### src/rtl/change_dispenser_if.sv
// change_dispenser_if
// Bundles the request and status signals between the vending-machine core
// (master) and the coin payout block (slave).
//   change_valid  : one-cycle payout request strobe (master -> slave)
//   change_amount : change to pay in zl, unsigned (master -> slave)
//   refill        : reload all coin stocks to their initial counts (master -> slave)
//   Money_out     : one-hot coin being ejected, 001=1zl 010=2zl 100=5zl (slave -> master)
//   busy          : payout in progress, through the done cycle (slave -> master)
//   done          : one-cycle end-of-transaction pulse (slave -> master)
//   short         : last payout was incomplete (slave -> master)
//   shortfall     : unpaid zl while short=1 (slave -> master)
//   stock5/2/1    : current coin counts per denomination (slave -> master)
interface change_dispenser_if;
    logic       change_valid;
    logic [7:0] change_amount;
    logic       refill;
    logic [2:0] Money_out;
    logic       busy;
    logic       done;
    logic       short;
    logic [7:0] shortfall;
    logic [7:0] stock5;
    logic [7:0] stock2;
    logic [7:0] stock1;

    modport master (
        output change_valid, change_amount, refill,
        input  Money_out, busy, done, short, shortfall, stock5, stock2, stock1
    );

    modport slave (
        input  change_valid, change_amount, refill,
        output Money_out, busy, done, short, shortfall, stock5, stock2, stock1
    );
endinterface

### src/rtl/change_dispenser.sv
// change_dispenser
// Payout side of the vending machine's coin interface. Takes a change amount
// from the core, pays it out greedily (5zl, then 2zl, then 1zl, skipping any
// denomination whose stock is empty) as one-hot pulses on Money_out, tracks
// per-denomination coin stock and reports any unpaid remainder.
// Ports:
//   clk   : system clock, rising edge
//   reset : asynchronous, active-low reset
//   bus   : change_dispenser_if slave modport (request, coin output, status, stock)
// Parameters:
//   PULSE_CYCLES : cycles each coin code is held on Money_out (>= 1)
//   GAP_CYCLES   : idle cycles between coins (>= 1)
//   STOCKx_INIT  : coin counts loaded at reset and on refill
module change_dispenser #(
    parameter int unsigned PULSE_CYCLES = 4,
    parameter int unsigned GAP_CYCLES   = 2,
    parameter int unsigned STOCK5_INIT  = 10,
    parameter int unsigned STOCK2_INIT  = 10,
    parameter int unsigned STOCK1_INIT  = 10
) (
    input  logic               clk,
    input  logic               reset,
    change_dispenser_if.slave  bus
);

    localparam logic [2:0] COIN_NONE = 3'b000;
    localparam logic [2:0] COIN_1    = 3'b001;
    localparam logic [2:0] COIN_2    = 3'b010;
    localparam logic [2:0] COIN_5    = 3'b100;

    localparam int unsigned CNT_MAX = (PULSE_CYCLES > GAP_CYCLES) ? PULSE_CYCLES : GAP_CYCLES;
    localparam int unsigned CNT_W   = (CNT_MAX < 2) ? 1 : $clog2(CNT_MAX);
    localparam logic [CNT_W-1:0] PULSE_LAST = CNT_W'(PULSE_CYCLES - 1);
    localparam logic [CNT_W-1:0] GAP_LAST   = CNT_W'(GAP_CYCLES - 1);

    localparam logic [7:0] INIT5 = 8'(STOCK5_INIT);
    localparam logic [7:0] INIT2 = 8'(STOCK2_INIT);
    localparam logic [7:0] INIT1 = 8'(STOCK1_INIT);

    typedef enum logic [2:0] {IDLE, SELECT, PULSE, GAP, DONE} state_t;

    // Greedy choice with fallback: largest coin that fits and is in stock.
    function automatic logic [2:0] pick_coin(input logic [7:0] rem,
                                             input logic [7:0] s5,
                                             input logic [7:0] s2,
                                             input logic [7:0] s1);
        if (rem >= 8'd5 && s5 != 8'd0)      return COIN_5;
        else if (rem >= 8'd2 && s2 != 8'd0) return COIN_2;
        else if (rem >= 8'd1 && s1 != 8'd0) return COIN_1;
        else                                return COIN_NONE;
    endfunction

    function automatic logic [7:0] coin_value(input logic [2:0] coin);
        case (coin)
            COIN_5:  return 8'd5;
            COIN_2:  return 8'd2;
            COIN_1:  return 8'd1;
            default: return 8'd0;
        endcase
    endfunction

    state_t           state_q, state_d;
    logic [7:0]       rem_q, rem_d;
    logic [CNT_W-1:0] cnt_q, cnt_d;
    logic [2:0]       money_q, money_d;
    logic             busy_q, busy_d;
    logic             done_q, done_d;
    logic             short_q, short_d;
    logic [7:0]       shortfall_q, shortfall_d;
    logic [7:0]       s5_q, s5_d;
    logic [7:0]       s2_q, s2_d;
    logic [7:0]       s1_q, s1_d;
    logic [2:0]       coin;

    always_ff @(posedge clk or negedge reset) begin
        if (!reset) begin
            state_q     <= IDLE;
            rem_q       <= 8'd0;
            cnt_q       <= '0;
            money_q     <= COIN_NONE;
            busy_q      <= 1'b0;
            done_q      <= 1'b0;
            short_q     <= 1'b0;
            shortfall_q <= 8'd0;
            s5_q        <= INIT5;
            s2_q        <= INIT2;
            s1_q        <= INIT1;
        end else begin
            state_q     <= state_d;
            rem_q       <= rem_d;
            cnt_q       <= cnt_d;
            money_q     <= money_d;
            busy_q      <= busy_d;
            done_q      <= done_d;
            short_q     <= short_d;
            shortfall_q <= shortfall_d;
            s5_q        <= s5_d;
            s2_q        <= s2_d;
            s1_q        <= s1_d;
        end
    end

    always_comb begin
        state_d     = state_q;
        rem_d       = rem_q;
        cnt_d       = cnt_q;
        money_d     = money_q;
        busy_d      = busy_q;
        done_d      = 1'b0;
        short_d     = short_q;
        shortfall_d = shortfall_q;
        s5_d        = s5_q;
        s2_d        = s2_q;
        s1_d        = s1_q;
        coin        = pick_coin(rem_q, s5_q, s2_q, s1_q);

        case (state_q)
            IDLE: begin
                // Refill lands in the same edge as a request, so SELECT sees full stock.
                if (bus.refill) begin
                    s5_d = INIT5;
                    s2_d = INIT2;
                    s1_d = INIT1;
                end
                if (bus.change_valid) begin
                    rem_d       = bus.change_amount;
                    short_d     = 1'b0;
                    shortfall_d = 8'd0;
                    state_d     = SELECT;
                end
            end
            SELECT: begin
                // busy rises on leaving the first SELECT and stays up through DONE.
                busy_d = 1'b1;
                if (coin != COIN_NONE) begin
                    money_d = coin;
                    rem_d   = rem_q - coin_value(coin);
                    cnt_d   = '0;
                    state_d = PULSE;
                    case (coin)
                        COIN_5:  s5_d = s5_q - 8'd1;
                        COIN_2:  s2_d = s2_q - 8'd1;
                        default: s1_d = s1_q - 8'd1;
                    endcase
                end else begin
                    done_d  = 1'b1;
                    state_d = DONE;
                    if (rem_q != 8'd0) begin
                        short_d     = 1'b1;
                        shortfall_d = rem_q;
                    end
                end
            end
            PULSE: begin
                if (cnt_q == PULSE_LAST) begin
                    money_d = COIN_NONE;
                    cnt_d   = '0;
                    state_d = GAP;
                end else begin
                    cnt_d = cnt_q + 1'b1;
                end
            end
            GAP: begin
                if (cnt_q == GAP_LAST) begin
                    cnt_d   = '0;
                    state_d = SELECT;
                end else begin
                    cnt_d = cnt_q + 1'b1;
                end
            end
            DONE: begin
                busy_d  = 1'b0;
                state_d = IDLE;
            end
            default: begin
                state_d = IDLE;
            end
        endcase
    end

    assign bus.Money_out = money_q;
    assign bus.busy      = busy_q;
    assign bus.done      = done_q;
    assign bus.short     = short_q;
    assign bus.shortfall = shortfall_q;
    assign bus.stock5    = s5_q;
    assign bus.stock2    = s2_q;
    assign bus.stock1    = s1_q;

endmodule

### src/flat_wrapper.sv
// flat-port wrapper written by rule: the top's interface ports become plain ports
module change_dispenser_flat 
#(
    parameter int unsigned PULSE_CYCLES = 4,
    parameter int unsigned GAP_CYCLES   = 2,
    parameter int unsigned STOCK5_INIT  = 10,
    parameter int unsigned STOCK2_INIT  = 10,
    parameter int unsigned STOCK1_INIT  = 10
)
  (clk, reset, bus_change_valid, bus_change_amount, bus_refill, bus_Money_out, bus_busy, bus_done, bus_short, bus_shortfall, bus_stock5, bus_stock2, bus_stock1);
  change_dispenser_if bus_i ();
  input  logic clk;
  input  logic reset;
  input wire logic [$bits(bus_i.change_valid)-1:0] bus_change_valid;
  input wire logic [$bits(bus_i.change_amount)-1:0] bus_change_amount;
  input wire logic [$bits(bus_i.refill)-1:0] bus_refill;
  output wire logic [$bits(bus_i.Money_out)-1:0] bus_Money_out;
  output wire logic [$bits(bus_i.busy)-1:0] bus_busy;
  output wire logic [$bits(bus_i.done)-1:0] bus_done;
  output wire logic [$bits(bus_i.short)-1:0] bus_short;
  output wire logic [$bits(bus_i.shortfall)-1:0] bus_shortfall;
  output wire logic [$bits(bus_i.stock5)-1:0] bus_stock5;
  output wire logic [$bits(bus_i.stock2)-1:0] bus_stock2;
  output wire logic [$bits(bus_i.stock1)-1:0] bus_stock1;
  assign bus_i.change_valid = bus_change_valid;
  assign bus_i.change_amount = bus_change_amount;
  assign bus_i.refill = bus_refill;
  assign bus_Money_out = bus_i.Money_out;
  assign bus_busy = bus_i.busy;
  assign bus_done = bus_i.done;
  assign bus_short = bus_i.short;
  assign bus_shortfall = bus_i.shortfall;
  assign bus_stock5 = bus_i.stock5;
  assign bus_stock2 = bus_i.stock2;
  assign bus_stock1 = bus_i.stock1;
  change_dispenser #(.PULSE_CYCLES(PULSE_CYCLES), .GAP_CYCLES(GAP_CYCLES), .STOCK5_INIT(STOCK5_INIT), .STOCK2_INIT(STOCK2_INIT), .STOCK1_INIT(STOCK1_INIT)) u_core (.clk(clk), .reset(reset), .bus(bus_i));
endmodule
### config.mk
export PLATFORM = sky130hd
export DESIGN_NAME = change_dispenser_flat
export DESIGN_NICKNAME = d
export VERILOG_FILES = /design/src/rtl/change_dispenser_if.sv /design/src/rtl/change_dispenser.sv /design/src/flat_wrapper.sv
export SDC_FILE = /design/constraint.sdc
export NUM_CORES = 1
export LEC_CHECK = 0
export ABC_CLOCK_PERIOD_IN_PS = 9800
export CAP_MARGIN = 20
export CELL_PAD_IN_SITES_DETAIL_PLACEMENT = 1
export CELL_PAD_IN_SITES_GLOBAL_PLACEMENT = 1
export CORE_MARGIN = 2
export CORE_UTILIZATION = 52
export CTS_CLUSTER_DIAMETER = 80
export DETAILED_ROUTE_END_ITERATION = 10
export DONT_BUFFER_PORTS = 1
export GPL_ROUTABILITY_DRIVEN = 0
export PLACE_DENSITY = 0.81
export SETUP_SLACK_MARGIN = 0.2
export SLEW_MARGIN = 20
export SYNTH_ARGS = -nofsm -noshare
export SYNTH_HDL_FRONTEND = slang
export SYNTH_SLANG_ARGS = --single-unit
### constraint.sdc
create_clock -name clk -period 9.8 [get_ports clk]
set_clock_uncertainty 0.15 [all_clocks]
set_input_delay 1.96 -clock clk [delete_from_list [all_inputs] [get_ports clk]]
set_output_delay 1.96 -clock clk [all_outputs]
set_load 0.02 [all_outputs]
==> run summary, run 1 <==
=====================================================================================
Status                                                                   finished, final reports clean
Clock tree buffer depth                                                             2
Max Freq                                                                   0.2684 GHz
Antenna fix cells                                                                   0
Async set-or-reset flop fraction in the synthesized netlist                    100.0%
Post-Synthesis Mean Instance Area                                         9.491 sq um
Worst-path fanout max                                                              12
Number of top-level pins                                                           50
Static leakage power                                                         1.325 nW
Worst Setup Start Kind                                                      flip-flop
Xor/xnor share of the synthesized area                                        0.8761%
Dominant cells by area after synthesis                                   dfrtp_1 (38%), mux2i_1 (6.7%), dfstp_2 (5.3%)
EDFF count, synth                                                                   0
Clock network latency to the later pin of the worst-skew pair                  310 ps
Per-cell via count in the routed design                                         6.382
Number of H-tree branching levels                                                   2
Share of synthesized area spent on multiplexers                                6.675%
Compound-gate portion of the synthesized area                                  14.81%
Share of final-layout standard cells stronger than drive strength 1            9.091%
Cell count of the worst hold path                                                   2
Remaining antenna violation count                                                   0
Category of the worst setup path capture point                              flip-flop
Worst slew margin                                                              54.53%
Max-slew violation count                                                            0
Unrepaired setup endpoints after global routing                                    no
Distinct cell type count of the synthesized netlist                                57
CTS tree                                                                        built
Global-route wire length before repair                                   12480 microns
Number of instances in the synthesized netlist                                    316
Post-synthesis register bit count                                                  51
Primary flip-flop cell chosen by synthesis mapping                            dfrtp_1
Largest net degree at the start of global routing                                  52
Total die area                                                           0.006391 sq mm
Setup bufs post-CTS                                                                 0
Worst hold path class                                                      reg -> reg
Tot GR Track Use                                                               25.25%
Top cell type by total area after synthesis                                   dfrtp_1
Number of max-capacitance violations reported                                       0
Horiz. Die Dim                                                           79.95 microns
Effective utilization at floorplan                                             54.13%
Initial antenna violation count                                                     0
Post-synth net total                                                              338
Pwr/cell area                                                            257.7 mW/mm^2
Final period demand of the worst path                                         3726 ps
VDD IR-drop max                                                             0.1204 mV
Clock tree root driver cell                                                  clkbuf_8
Data arrival at the endpoint of the critical path                             3790 ps
Detailed-route wire length per cell                                      19.46 microns
CTS Buf Count                                                                       5
Area of the mapped netlist                                               0.002999 sq mm
Warnings from Yosys                                                                 0
Post-route clock period utilization                                            38.02%
Largest family of logic cells by synthesized area                        simple AND/OR/NAND/NOR gates
Most common cell in the netlist                                               dfrtp_1
Area of the placeable core                                               0.005540 sq mm
Total Routed Length                                                      7396 microns
Cell count after placement                                                        372
Slew at the pin closest to its max-slew limit                                680.4 ps
Vias in the first global route                                                   2531
Final Hold Violating Endpoints                                                      0
Data required time at the worst endpoint                                      9870 ps
Post-synthesis sequential area ratio                                           42.80%
Area fraction in and, or, nand and nor cells after synthesis                   25.07%
Utilization after layout                                                       55.96%
Synth top area share                                                           37.55%
Number of I/O port buffers                                                          0
Clk sink count                                                                     51
Clock Pin Slew Worst Setup and Hold Paths                                       90 ps
Via total after detailed routing                                                 2425
Final setup fails                                                                   0
Std-Cell Rows                                                                      27
Die Span Y                                                               79.95 microns
Setup CP Type                                                              reg -> reg
Non-filler instance count after layout                                            380
Post-Route Setup TNS                                                             0 ps
Area delta synth->final                                                        3.379%
Worst reg2reg path depth                                                           11
Overflow after GRT                                                                  0
Count of routing violations after the opening detailed-route iteration            129
Synth Area in Adders                                                           4.422%
First-pass iteration count of the detailed router                                   5
Sum of net half-perimeters after detailed placement                      5481 microns
Cell types with the highest counts after synthesis                       dfrtp_1 (45), nand2_1 (34), inv_1 (21)
Post-cts repair resize count                                                        0
Number of buffers inserted by hold repair at cts                                    0
Residual DRC count                                                                  0
Final #Nets                                                                       329
=====================================================================================
-- metrics by stage --
| step | cell area (sq um) | power [W] | setup slack [ps] | hold slack, ps |
|---|---|---|---|---|
| global route | 3100 | 0.0008645 | 5855 | 436.2 |
| global placement | 3015 | 0.0006656 | 6162 | 374.1 |
| detailed placement | 3015 | 0.0006851 | 6055 | 420.5 |
| CTS | 3095 | 0.0008058 | 6045 | 432.9 |
| finish | 3100 | 0.0007991 | 6074 | 429.8 |
| floorplan | 2999 | 0.0006056 | 6275 | 347.6 |
-- critical path, stage by stage, from the launching register on --
cell      delay [ps]
dfrtp_1          490
or4_1            550
or3_1            420
and2_1           300
o21ai_0          220
ha_1             190
inv_1             60
fa_1             440
a211o_1          310
nor3_1           200
o32ai_1          110
a211oi_1         210
-- worst paths after layout --
path                                       from                       to  slack (ps)
max                        u_core.bus.stock2[5]          u_core.rem_q[6]        6070
max reg2reg                u_core.bus.stock2[5]          u_core.rem_q[6]        6070
min reg2reg                     u_core.rem_q[7]  u_core.bus.shortfall[7]         430
min in group asynchronous                 reset         u_core.bus.short        1190
max in group asynchronous                 reset     u_core.bus.stock5[3]        8130
min                             u_core.rem_q[7]  u_core.bus.shortfall[7]         430
-- report_power, final --
group / leakage, nW / total (W) / switching (W) / internal [W]
Sequential: 0.651 / 0.000394 / 0.000122 / 0.000272
Clock: 0.0395 / 0.000119 / 0.0000679 / 0.0000509
Combinational: 0.634 / 0.000286 / 0.000165 / 0.000121
Total: 1.32 / 0.000799 / 0.000355 / 0.000444
-- logic make-up after synthesis --
family / Yosys count
adders and majority gates: 10
DFF: 51
buffers and inverters: 38
muxes: 20
AOI/OAI and AO/OA: 59
xor gates and xnor gates: 3
and+or+nand+nor: 135
-- metal layers --
metal / wire length [microns] / global-route usage, % / up-vias
met5: 0 / 0 / -
met4: 106 / 7.966 / 0
met3: 361 / 6.109 / 9
met2: 3684 / 41.33 / 66
met1: 3244 / 32.90 / 1228
li1: - / - / 1122
-- area by class of cell --
cell class | instances | area, sq um
repair buffers | 1 | 7.507
well taps | 72 | 90.09
fillers | 656 | 2440
clock buffers | 8 | 80.08
inverters | 21 | 78.83
flip-flops and latches | 51 | 1284
multi-input cells | 227 | 1560
-- flip-flops by register name, summed over array words and instances (netlist names) --
name,cells
u_core.bus.Money_out,3
u_core.bus.busy,1
u_core.bus.done,1
u_core.bus.short,1
u_core.bus.shortfall,8
u_core.bus.stock1,8
u_core.bus.stock2,8
u_core.bus.stock5,8
u_core.cnt_q,2
u_core.rem_q,8
u_core.state_q,3
-- cells in the final DEF (no fill, tap or decap), types with 2 or more instances in the layout --
| cell | Yosys | routed |
|---|---|---|
| o32ai_1 | 2 | 2 |
| nor3_2 | 2 | 3 |
| nor3_1 | 8 | 7 |
| or3_1 | 8 | 8 |
| ha_1 | 9 | 9 |
| xnor2_1 | 3 | 3 |
| a2111oi_0 | 2 | 2 |
| nor2b_1 | 2 | 2 |
| nand2b_1 | 13 | 13 |
| o21ai_0 | 10 | 10 |
| nor3b_1 | 2 | 2 |
| inv_1 | 21 | 21 |
| nor2_1 | 18 | 18 |
| clkbuf_8 | 0 | 5 |
| nand2_1 | 34 | 34 |
| o31ai_1 | 6 | 6 |
| clkbuf_1 | 9 | 3 |
| nand3_1 | 7 | 7 |
| nand3b_1 | 2 | 2 |
| mux2i_1 | 20 | 20 |
| a211o_1 | 3 | 3 |
| nor4_1 | 11 | 11 |
| a32o_1 | 2 | 2 |
| a221oi_2 | 3 | 3 |
| or4_1 | 13 | 13 |
| o211ai_1 | 3 | 3 |
| a21oi_1 | 11 | 11 |
| o21a_1 | 3 | 3 |
| dfrtp_1 | 45 | 45 |
| and2_1 | 6 | 6 |
| a31o_2 | 3 | 3 |
| dfstp_2 | 6 | 6 |
Note: power is estimated with default switching activity, not from simulation.
==> run 2, diff against run 1 <==
- ABC_CLOCK_PERIOD_IN_PS: 9800 -> 3410
- CORE_UTILIZATION: 52 -> 44
- PLACE_DENSITY: 0.81 -> 0.73
- clock period: 9.8 -> 3.41 ns (I/O delays scaled with it)
==> run 2 against run 1 <==
  * Critical path depth is 1 lower
  * Critical endpoint is now u_core.rem_q[4]
  * Setup slack lost 5900 ps
  * Global-route usage down 2.8 points
  * Wire length rose by 6.4%
  * Utilization fell by 6.1 points
  * Final cell count is 7.4% higher
  * Hold slack got worse by 380 ps
  * Non-clock buffer count up 20
  * Die area rose by 17%
  * Largest cell class unchanged
  * Sequential share of layout area down 2.9 points
  * Count of clock-buffer cells in the layout down 3
  * Clock power increased to 3.1 times the previous value
==> run summary, run 2 (same netlist as run 1, synthesis figures left out) <==
=====================================================================================
VDD IR-drop max                                                             0.2780 mV
Worst-path fanout max                                                               3
Number of top-level pins                                                           50
Die Span Y                                                               86.56 microns
Post-route clock period utilization                                            94.02%
Unrepaired setup endpoints after global routing                                   yes
Worst slew margin                                                              50.58%
Pwr/cell area                                                            743.7 mW/mm^2
Part of the power in combinational logic                                        43.2%
Via total after detailed routing                                                 2454
Final Hold Violating Endpoints                                                      0
Largest net degree at the start of global routing                                  46
Max-slew violation count                                                            0
Post-Route Setup TNS                                                             0 ps
Tot GR Track Use                                                               22.45%
Internal Pwr Total                                                         0.001379 W
Final setup fails                                                                   0
Number of I/O port buffers                                                          0
Cell family with most CP delay                                           simple AND/OR/NAND/NOR gates
Dominant cell type by count on the critical path                              a211o_1
Worst hold path class                                                     in -> async
Final period demand of the worst path                                         3206 ps
Clock tree root driver cell                                                  clkbuf_8
Clk sink count                                                                     51
Setup CP Type                                                              reg -> reg
Most frequent cells in the layout                                        dfrtp_1 (44), nand2_1 (34), inv_1 (20), mux2i_1 (20), buf_4 (20)
Clock tree buffer depth                                                             2
Worst Setup Start Kind                                                      flip-flop
Residual DRC count                                                                  0
Area delta synth->final                                                        11.18%
Vias in the first global route                                                   2589
Overflow after GRT                                                                  0
Data required time at the worst endpoint                                      3470 ps
Antenna fix cells                                                                   0
Static leakage power                                                         1.451 nW
Longest individual stage delay on the worst path                               530 ps
Std-Cell Rows                                                                      30
Total Routed Length                                                      7869 microns
Net switching component of the power                                       0.001101 W
Proportion of total power due to net switching                                 44.39%
Effective utilization at floorplan                                             44.89%
Total die area                                                           0.007493 sq mm
WP buf/inv                                                                          1
Clk pwr share                                                                   15.0%
CTS Buf Count                                                                       5
Remaining antenna violation count                                                   0
Area of the placeable core                                               0.006681 sq mm
Slew at the pin closest to its max-slew limit                                739.5 ps
Power share of the sequential group                                             41.8%
Count of routing violations after the opening detailed-route iteration             97
Clock Pin Slew Worst Setup and Hold Paths                                      110 ps
Global-route wire length before repair                                   13290 microns
Initial antenna violation count                                                     0
Tot Pwr                                                                    0.002480 W
Fillcell total                                                                    774
Data arrival at the endpoint of the critical path                             3270 ps
Detailed-route wire length per cell                                      19.29 microns
Share of final-layout standard cells stronger than drive strength 1            19.21%
Final #Nets                                                                       349
Chain of cells forming the critical path                                 or4_4, or3_4, and2_4, o21ai_2, ha_2, inv_2, fa_2, a211o_1, a32o_1, a211o_1
Horiz. Die Dim                                                           86.56 microns
First-pass iteration count of the detailed router                                   4
Per-cell via count in the routed design                                         6.015
Max Freq                                                                   0.3119 GHz
Cell with the largest stage delay on the worst path                             or4_4
Status                                                                   finished, final reports clean
Clock network latency to the later pin of the worst-skew pair                  310 ps
Category of the worst setup path capture point                              flip-flop
Commonest non-fill, non-tap cell in the layout                                dfrtp_1
Cell count after placement                                                        397
CTS tree                                                                        built
Non-filler instance count after layout                                            408
Number of H-tree branching levels                                                   2
Sum of net half-perimeters after detailed placement                      5598 microns
Number of max-capacitance violations reported                                       0
=====================================================================================
## run 2: cell types whose count changed in the layout (fill, tap and decap cells not counted), moves of 2 or more
cell      previous run  this run
buf_4                1        20
clkbuf_1             3         0
clkinv_4             0         2
o21ai_0             10         8
o21ai_2              0         2
## run 2: repair_timing
action,CTS,global route
setup buffers,1,1
gates resized for setup,1,5
setup endpoints to repair,2,5
hold buffers,1,0
hold endpoints to repair,45,0
pin swaps,1,4
## run 2: path summary, 6_finish.rpt
| check | from | to | slack (ps) | depth (start not counted) |
|---|---|---|---|---|
| min in group clk | bus_change_amount[7] | u_core.rem_q[7] | 340 | 2 |
| setup / recovery | u_core.bus.stock2[5] | u_core.rem_q[4] | 200 | 10 |
| max in group asynchronous | reset | u_core.bus.stock2[5] | 2820 | 1 |
| hold reg to reg | u_core.bus.stock5[0] | u_core.bus.stock5[0] | 390 | 3 |
| setup reg to reg | u_core.bus.stock2[5] | u_core.rem_q[4] | 200 | 10 |
| hold / removal | reset | u_core.bus.stock1[1] | 50 | 0 |
## run 2: worst reg2reg max path, delay by kind of cell (launching register included)
family                     cells  cell delay, ps
buffers and inverters          1              40
AOI/OAI and AO/OA              4             920
adders and majority gates      2             540
and+or+nand+nor                3            1030
DFF                            1             420
## run 2: power groups by stage
stage / clock network (W) / registers (W) / logic, W
6_report: 0.000373 / 0.00104 / 0.00107
5_1_grt: 0.000404 / 0.00107 / 0.00121
4_1_cts: 0.000378 / 0.00104 / 0.00105
3_5_place_dp: 0 / 0.00105 / 0.00103
3_3_place_gp: 0 / 0.00103 / 0.000996
2_1_floorplan: 0 / 0.00103 / 0.000722
## run 2: final cells by class
type                            instances  area [sq um]  share of cell area, %
Multi-Input combinational cell        227          1599                  47.95
Sequential cell                        51          1285                  38.54
Timing Repair Buffer                   21         177.7                  5.328
Tap cell                               80         100.1                  3.002
Inverter                               21         78.83                  2.364
Clock buffer                            5         68.82                  2.064
Clock inverter                          3         25.02                 0.7505
## run 2: per-layer routing
metal | vias up | track usage, % | wire length, microns
met3 | 8 | 4.381 | 357
met4 | 0 | 4.403 | 89
met1 | 1226 | 30.58 | 3679
met2 | 54 | 37.41 | 3743
met5 | - | 0 | 0
li1 | 1166 | - | -
## run 2: metrics by stage
stage	utilization [%]	cell area, sq um	setup WS [ps]	hold slack (ps)
after floorplan	-	3020	126.6	236.4
after global placement	47.51	3174	200.5	238.6
after detailed placement	47.51	3174	103.2	238.4
after CTS	49.51	3308	213.0	49.15
after global routing	49.91	3334	127.0	34.26
final	49.91	3334	203.9	50.46
